### src/rtl/des_iter_ctrl_if.sv
// Host block stream, result stream and f-function hookup for the iterative DES controller.
// The controller connects through the slave modport; the host/f-function side uses master.
`timescale 1ns/1ps
interface des_iter_ctrl_if;
    logic        in_valid;
    logic        in_ready;
    logic [63:0] in_data;
    logic [63:0] in_key;
    logic        in_decrypt;
    logic [31:0] f_r;
    logic [47:0] f_k;
    logic [31:0] f_out;
    logic        out_valid;
    logic        out_ready;
    logic [63:0] out_data;
    logic        busy;

    modport master (
        output in_valid, in_data, in_key, in_decrypt, f_out, out_ready,
        input  in_ready, f_r, f_k, out_valid, out_data, busy
    );

    modport slave (
        input  in_valid, in_data, in_key, in_decrypt, f_out, out_ready,
        output in_ready, f_r, f_k, out_valid, out_data, busy
    );
endinterface

### src/rtl/des_iter_ctrl.sv
// Iterative DES controller: one external f(R,K) shared over 16 rounds per block.
// Optional feature macro DES_DECRYPT_EN: when defined, in_decrypt selects right-rotating key schedule.
`timescale 1ns/1ps
module des_iter_ctrl #(
    parameter int ROUNDS = 16
) (
    input  logic           clk,
    input  logic           rst,
    des_iter_ctrl_if.slave bus
);

    typedef enum logic [1:0] {IDLE, ROUND, DONE} state_t;

    // Permutation tables in DES numbering: output bit k (1-based, MSB first) takes input bit T[k].
    localparam logic [6:0] IP_T [64] = '{
        58, 50, 42, 34, 26, 18, 10, 2,
        60, 52, 44, 36, 28, 20, 12, 4,
        62, 54, 46, 38, 30, 22, 14, 6,
        64, 56, 48, 40, 32, 24, 16, 8,
        57, 49, 41, 33, 25, 17,  9, 1,
        59, 51, 43, 35, 27, 19, 11, 3,
        61, 53, 45, 37, 29, 21, 13, 5,
        63, 55, 47, 39, 31, 23, 15, 7
    };

    localparam logic [6:0] FP_T [64] = '{
        40, 8, 48, 16, 56, 24, 64, 32,
        39, 7, 47, 15, 55, 23, 63, 31,
        38, 6, 46, 14, 54, 22, 62, 30,
        37, 5, 45, 13, 53, 21, 61, 29,
        36, 4, 44, 12, 52, 20, 60, 28,
        35, 3, 43, 11, 51, 19, 59, 27,
        34, 2, 42, 10, 50, 18, 58, 26,
        33, 1, 41,  9, 49, 17, 57, 25
    };

    localparam logic [6:0] PC1_T [56] = '{
        57, 49, 41, 33, 25, 17,  9,
         1, 58, 50, 42, 34, 26, 18,
        10,  2, 59, 51, 43, 35, 27,
        19, 11,  3, 60, 52, 44, 36,
        63, 55, 47, 39, 31, 23, 15,
         7, 62, 54, 46, 38, 30, 22,
        14,  6, 61, 53, 45, 37, 29,
        21, 13,  5, 28, 20, 12,  4
    };

    localparam logic [6:0] PC2_T [48] = '{
        14, 17, 11, 24,  1,  5,
         3, 28, 15,  6, 21, 10,
        23, 19, 12,  4, 26,  8,
        16,  7, 27, 20, 13,  2,
        41, 52, 31, 37, 47, 55,
        30, 40, 51, 45, 33, 48,
        44, 49, 39, 56, 34, 53,
        46, 42, 50, 36, 29, 32
    };

    function automatic logic [63:0] perm_ip(input logic [63:0] x);
        logic [63:0] y;
        y = '0;
        for (int k = 0; k < 64; k++) y[6'(63 - k)] = x[6'(64 - IP_T[k])];
        return y;
    endfunction

    function automatic logic [63:0] perm_fp(input logic [63:0] x);
        logic [63:0] y;
        y = '0;
        for (int k = 0; k < 64; k++) y[6'(63 - k)] = x[6'(64 - FP_T[k])];
        return y;
    endfunction

    // Parity bits (8,16,..,64) never appear in PC1, so they drop out here.
    function automatic logic [55:0] perm_pc1(input logic [63:0] x);
        logic [55:0] y;
        y = '0;
        for (int k = 0; k < 56; k++) y[6'(55 - k)] = x[6'(64 - PC1_T[k])];
        return y;
    endfunction

    function automatic logic [47:0] perm_pc2(input logic [55:0] x);
        logic [47:0] y;
        y = '0;
        for (int k = 0; k < 48; k++) y[6'(47 - k)] = x[6'(56 - PC2_T[k])];
        return y;
    endfunction

    function automatic logic [1:0] shift_amt(input logic [4:0] i);
        logic [1:0] a;
        case (i)
            5'd1, 5'd2, 5'd9, 5'd16: a = 2'd1;
            default:                 a = 2'd2;
        endcase
        return a;
    endfunction

    function automatic logic [27:0] rot_l(input logic [27:0] v, input logic [1:0] a);
        logic [27:0] y;
        case (a)
            2'd1:    y = {v[26:0], v[27]};
            2'd2:    y = {v[25:0], v[27:26]};
            default: y = v;
        endcase
        return y;
    endfunction

`ifdef DES_DECRYPT_EN
    function automatic logic [27:0] rot_r(input logic [27:0] v, input logic [1:0] a);
        logic [27:0] y;
        case (a)
            2'd1:    y = {v[0], v[27:1]};
            2'd2:    y = {v[1:0], v[27:2]};
            default: y = v;
        endcase
        return y;
    endfunction
`endif

    state_t      state_q, state_d;
    logic [4:0]  rnd_q;
    logic [31:0] l_q, r_q;
    logic [27:0] c_q, d_q;
    logic [27:0] c_nxt, d_nxt;
    logic        accept;
    logic        last_rnd;

    assign accept   = (state_q == IDLE) && bus.in_valid;
    assign last_rnd = (rnd_q == 5'(ROUNDS));

`ifdef DES_DECRYPT_EN
    logic       mode_q;
    logic [1:0] dec_amt;

    // Decrypt walks K16..K1: round 1 uses the unrotated PC1 value, then undoes the encrypt shifts.
    assign dec_amt = (rnd_q == 5'd1) ? 2'd0 : shift_amt(5'(18 - rnd_q));

    always_ff @(posedge clk) begin
        if (rst) begin
            mode_q <= 1'b0;
        end else if (accept) begin
            mode_q <= bus.in_decrypt;
        end
    end

    always_comb begin
        c_nxt = rot_l(c_q, shift_amt(rnd_q));
        d_nxt = rot_l(d_q, shift_amt(rnd_q));
        if (mode_q) begin
            c_nxt = rot_r(c_q, dec_amt);
            d_nxt = rot_r(d_q, dec_amt);
        end
    end
`else
    logic unused_in_decrypt;
    assign unused_in_decrypt = bus.in_decrypt;

    always_comb begin
        c_nxt = rot_l(c_q, shift_amt(rnd_q));
        d_nxt = rot_l(d_q, shift_amt(rnd_q));
    end
`endif

    // f operands come straight from the registers in every state, so they are defined after reset.
    assign bus.f_r      = r_q;
    assign bus.f_k      = perm_pc2({c_nxt, d_nxt});
    assign bus.out_data = perm_fp({r_q, l_q});

    always_ff @(posedge clk) begin
        if (rst) begin
            state_q <= IDLE;
        end else begin
            state_q <= state_d;
        end
    end

    always_comb begin
        state_d       = state_q;
        bus.in_ready  = 1'b0;
        bus.busy      = 1'b1;
        bus.out_valid = 1'b0;
        case (state_q)
            IDLE: begin
                bus.in_ready = 1'b1;
                bus.busy     = 1'b0;
                if (bus.in_valid) state_d = ROUND;
            end
            ROUND: begin
                if (last_rnd) state_d = DONE;
            end
            DONE: begin
                bus.out_valid = 1'b1;
                if (bus.out_ready) state_d = IDLE;
            end
            default: state_d = IDLE;
        endcase
    end

    always_ff @(posedge clk) begin
        if (rst) begin
            rnd_q <= 5'd0;
            l_q   <= '0;
            r_q   <= '0;
            c_q   <= '0;
            d_q   <= '0;
        end else if (accept) begin
            {l_q, r_q} <= perm_ip(bus.in_data);
            {c_q, d_q} <= perm_pc1(bus.in_key);
            rnd_q      <= 5'd1;
        end else if (state_q == ROUND) begin
            l_q <= r_q;
            r_q <= l_q ^ bus.f_out;
            c_q <= c_nxt;
            d_q <= d_nxt;
            // Counter parks at the last round; the final L/R swap is folded into out_data.
            if (!last_rnd) rnd_q <= rnd_q + 5'd1;
        end
    end

endmodule

### src/flat_wrapper.sv
// flat-port wrapper written by rule: the top's interface ports become plain ports
module des_iter_ctrl_flat 
#(
    parameter int ROUNDS = 16
)
  (clk, rst, bus_in_valid, bus_in_data, bus_in_key, bus_in_decrypt, bus_f_out, bus_out_ready, bus_in_ready, bus_f_r, bus_f_k, bus_out_valid, bus_out_data, bus_busy);
  des_iter_ctrl_if bus_i ();
  input  logic clk;
  input  logic rst;
  input wire logic [$bits(bus_i.in_valid)-1:0] bus_in_valid;
  input wire logic [$bits(bus_i.in_data)-1:0] bus_in_data;
  input wire logic [$bits(bus_i.in_key)-1:0] bus_in_key;
  input wire logic [$bits(bus_i.in_decrypt)-1:0] bus_in_decrypt;
  input wire logic [$bits(bus_i.f_out)-1:0] bus_f_out;
  input wire logic [$bits(bus_i.out_ready)-1:0] bus_out_ready;
  output wire logic [$bits(bus_i.in_ready)-1:0] bus_in_ready;
  output wire logic [$bits(bus_i.f_r)-1:0] bus_f_r;
  output wire logic [$bits(bus_i.f_k)-1:0] bus_f_k;
  output wire logic [$bits(bus_i.out_valid)-1:0] bus_out_valid;
  output wire logic [$bits(bus_i.out_data)-1:0] bus_out_data;
  output wire logic [$bits(bus_i.busy)-1:0] bus_busy;
  assign bus_i.in_valid = bus_in_valid;
  assign bus_i.in_data = bus_in_data;
  assign bus_i.in_key = bus_in_key;
  assign bus_i.in_decrypt = bus_in_decrypt;
  assign bus_i.f_out = bus_f_out;
  assign bus_i.out_ready = bus_out_ready;
  assign bus_in_ready = bus_i.in_ready;
  assign bus_f_r = bus_i.f_r;
  assign bus_f_k = bus_i.f_k;
  assign bus_out_valid = bus_i.out_valid;
  assign bus_out_data = bus_i.out_data;
  assign bus_busy = bus_i.busy;
  des_iter_ctrl #(.ROUNDS(ROUNDS)) u_core (.clk(clk), .rst(rst), .bus(bus_i));
endmodule
### config.mk
export PLATFORM = sky130hd
export DESIGN_NAME = des_iter_ctrl_flat
export DESIGN_NICKNAME = d
export VERILOG_FILES = /design/src/rtl/des_iter_ctrl_if.sv /design/src/rtl/des_iter_ctrl.sv /design/src/flat_wrapper.sv
export SDC_FILE = /design/constraint.sdc
export NUM_CORES = 1
export LEC_CHECK = 0
export CORE_ASPECT_RATIO = 1.5
export CORE_MARGIN = 2
export CORE_UTILIZATION = 46
export CTS_BUF_LIST = sky130_fd_sc_hd__clkbuf_8
export DETAILED_ROUTE_END_ITERATION = 6
export GPL_ROUTABILITY_DRIVEN = 0
export GPL_TIMING_DRIVEN = 0
export HOLD_SLACK_MARGIN = 0.05
export PLACE_DENSITY = 0.89
export SETUP_SLACK_MARGIN = 0.15
export SLEW_MARGIN = 0
export SYNTH_ARGS = -nofsm -noshare
export SYNTH_HDL_FRONTEND = slang
export SYNTH_SLANG_ARGS = --single-unit
### constraint.sdc
create_clock -name clk -period 3.54 [get_ports clk]
set_input_delay 0.708 -clock clk [delete_from_list [all_inputs] [get_ports clk]]
set_output_delay 0.708 -clock clk [all_outputs]
set_load 0.05 [all_outputs]
==> flow_summary.json <==
{
  "start_util": 0.4657,
  "power-per-cell-area_mw_per_mm2": 517.6,
  "grt_pass1_wl_um": 32530,
  "final.period_utilization": 0.9188,
  "fin_area_sq_mm": 0.009517,
  "netlist.area_leader.share": 0.3776,
  "grt_setup_unrepaired": "no",
  "clock.fmax_mhz": 307.5,
  "cts_sinks": 127,
  "die_width_um": 102.8,
  "syn_inst": 872,
  "cp.required_ns": 2.83,
  "hold_path.class": "register to register",
  "synth_area_sq_mm": 0.006734,
  "gr-usage-met3": 0.05872,
  "drive_above_1_share": 0.1571,
  "status": "complete, no violations",
  "end_kind": "output pin",
  "critical_path.startpoint": "u_core.rnd_q[0]$_SDFFE_PP0P_",
  "grt_max_degree": 17,
  "crit_fanout": 7,
  "power_mw": 4.926,
  "vias": 6995,
  "firstDrtPassIters": 5,
  "cts_buffers": 17,
  "grt_pass1_vias": 6861,
  "worst_clock_skew_ns": 0.01269,
  "synth-seq-area-share": 0.3776,
  "cp-start-kind": "register",
  "ys.warnings.count": 0,
  "die_area_sq_mm": 0.01564,
  "drt-initial-drc-count": 282,
  "rows": 54,
  "htree_num_levels": 4,
  "worstMarginPinSlew_ns": 0.6203,
  "final-setup-viol-count": 0,
  "hpwl_um": 15500,
  "synth_edf_count": 0,
  "critical_path_buf_inv_count": 4,
  "port_buffers": 198,
  "relSlewSlack": 0.5864,
  "critical_path_class": "register to output pin",
  "ys_ff_latch": 127,
  "routed_via_density": 5.189,
  "hold_viol": 0,
  "cpMaxStageDelayCell": "dfxtp_1",
  "drcViolationCount": 0,
  "cp_top_family": "buffers and inverters",
  "met1_usage": 0.2820,
  "async_flop_share": 0,
  "final_nets": 1308,
  "hold_buffers": 0,
  "cp.arrival_ns": 2.54,
  "r2r_start": "u_core.rnd_q[1]$_SDFFE_PP0P_",
  "drt-total-wl_um": 20670,
  "cpPeakStageDelay_ns": 0.37,
  "area_growth_syn_to_layout_pct": 41.32,
  "synth.distinct_cells": 40,
  "maxCapViolCount": 0,
  "overflow": 0,
  "hold_start": "u_core.l_q[10]$_SDFFE_PP0P_",
  "final-max-slew-violation-count": 0,
  "gr-usage-met2": 0.4690,
  "ios": 312,
  "die_h_um": 152.2,
  "busiest_layer": "met2",
  "wl_per_cell_um": 15.34,
  "antenna_left": 0,
  "antenna_cells": 0,
  "path_cells": "inv_1, ha_2, nand2b_4, a221oi_4, buf_6, mux2_1, buf_4, clkdlybuf4s15_2",
  "synthTopCellsByArea": "dfxtp_1 (38%), nand2_1 (12%), buf_4 (10%), xor2_1 (4.4%), a21oi_1 (4.2%)",
  "cellLeakagePower_nw": 4.132,
  "synthesis.area_per_instance_sq_um": 7.722,
  "track_usage": 0.2587,
  "placed_area_sq_mm": 0.009138,
  "cts_root_buf": "clkbuf_8",
  "antenna_found_initial": 0,
  "cts_buffer_depth": 2,
  "ir_drop_mv": 0.3051,
  "clk_latency_ns": 0.44,
  "path_clk_slew_ns": 0.08,
  "synth_flop_cell": "dfxtp_1",
  "yosysTopAreaCell": "dfxtp_1",
  "core_area_sq_mm": 0.01446,
  "fin_crit_ns": 3.252,
  "cts_tree": "built"
}
## routing by layer
layer	vias up	routed length [um]
li1	3368	-
met1	3239	7653
met2	344	10800
met3	44	1691
met4	0	531
met5	-	0
## synthesized netlist by cell type (all sizes together) (2+ instances only)
cell type and instances:
nor3b 2, o21a 6, a21oi 56, nor2 51
o22ai 30, ha 4, inv 3, xnor2 2
buf 116, mux2i 18, nor2b 4, o21ai 22
nand2 208, mux2 6, nand3b 2, xor2 34
and3 31, a22oi 32, nand2b 5, nand4 3
nor3 31, o211ai 31, clkbuf 37, dfxtp 127
and2 2
## power breakdown
group	leakage [nW]	internal (mW)	total [mW]	switching (mW)
clock network	0.209	0.776	1.40	0.627
registers	1.04	1.56	1.68	0.122
logic	2.88	0.641	1.84	1.20
## cell usage in the layout (no fill, tap or decap), types with 9 or more instances in the layout
master / n
nand2_1: 208
clkdlybuf4s50_1: 166
dfxtp_1: 127
buf_4: 96
a21oi_1: 56
nor2_1: 51
conb_1: 48
buf_2: 34
clkbuf_1: 34
xor2_1: 34
a22oi_1: 32
nor3_1: 31
and3_1: 31
o211ai_1: 31
o22ai_1: 30
o21ai_0: 22
mux2i_1: 18
clkbuf_8: 17
clkbuf_4: 9
buf_1: 9
## timing repair
| item | CTS | global route |
|---|---|---|
| pin swaps | 0 | 1 |
| setup endpoints to repair | 32 | 30 |
| buffers inserted | 3 | 0 |
| gates resized for setup | 122 | 51 |
## stage by stage
stage / instances / setup WS, ns / util / hold WS [ns] / TNS [ns]
finish: 1348 / 0.2875 / 0.6582 / 0.4707 / 0
global route: 1348 / 0.1630 / 0.6582 / 0.4819 / 0
CTS: 1348 / 0.1208 / 0.6637 / 0.4715 / 0
detailed placement: 1313 / -0.007107 / 0.6320 / 0.4624 / -0.007107
global placement: 1313 / 0.07581 / 0.6320 / 0.4521 / 0
floorplan: 919 / 0.9209 / - / 0.4481 / 0
## final timing paths
path	to	slack, ns	cells after the start
max	bus_f_k[24]	0.29	8
max reg2reg	u_core.d_q[1]$_SDFFE_PP0P_	1.48	8
min	u_core.l_q[10]$_SDFFE_PP0P_	0.47	2
min reg2reg	u_core.l_q[10]$_SDFFE_PP0P_	0.47	2
## registers in the layout (all words and copies together), names as in the netlist
register        count
u_core.state_q      2
u_core.d_q         28
u_core.l_q         32
u_core.rnd_q        5
u_core.c_q         28
u_core.bus.f_r     32
## final cells by class
| class | instances | area, sq um |
|---|---|---|
| clock inverter | 15 | 211.5 |
| fill | 1232 | 4942 |
| tap | 196 | 245.2 |
| clock buffer | 17 | 234.0 |
| inverter | 4 | 15.01 |
| timing repair buffer | 201 | 1883 |
| multi-input combinational | 635 | 3425 |
| sequential | 127 | 2542 |
| buffer | 153 | 960.9 |
## worst register-to-register path, stage by stage (launching register included)
cell and delay [ns]:
dfxtp_1 0.41, inv_1 0.10, ha_1 0.18, nor2_1 0.20
a221o_1 0.20, clkbuf_4 0.23, clkbuf_1 0.43, nand2_1 0.13
o211ai_1 0.12
## logic make-up after synthesis
logic type                 count (synthesis)  synth area share
buffers and inverters                    157            0.1421
and+or+nand+nor                          341            0.2183
muxes                                     24           0.03679
AOI/OAI and AO/OA                        182            0.1704
xor gates and xnor gates                  36           0.04682
DFF                                      127            0.3776
other                                      1         0.0005569
adders and majority gates                  4          0.007432
Note: power is estimated with default switching activity, not from simulation.
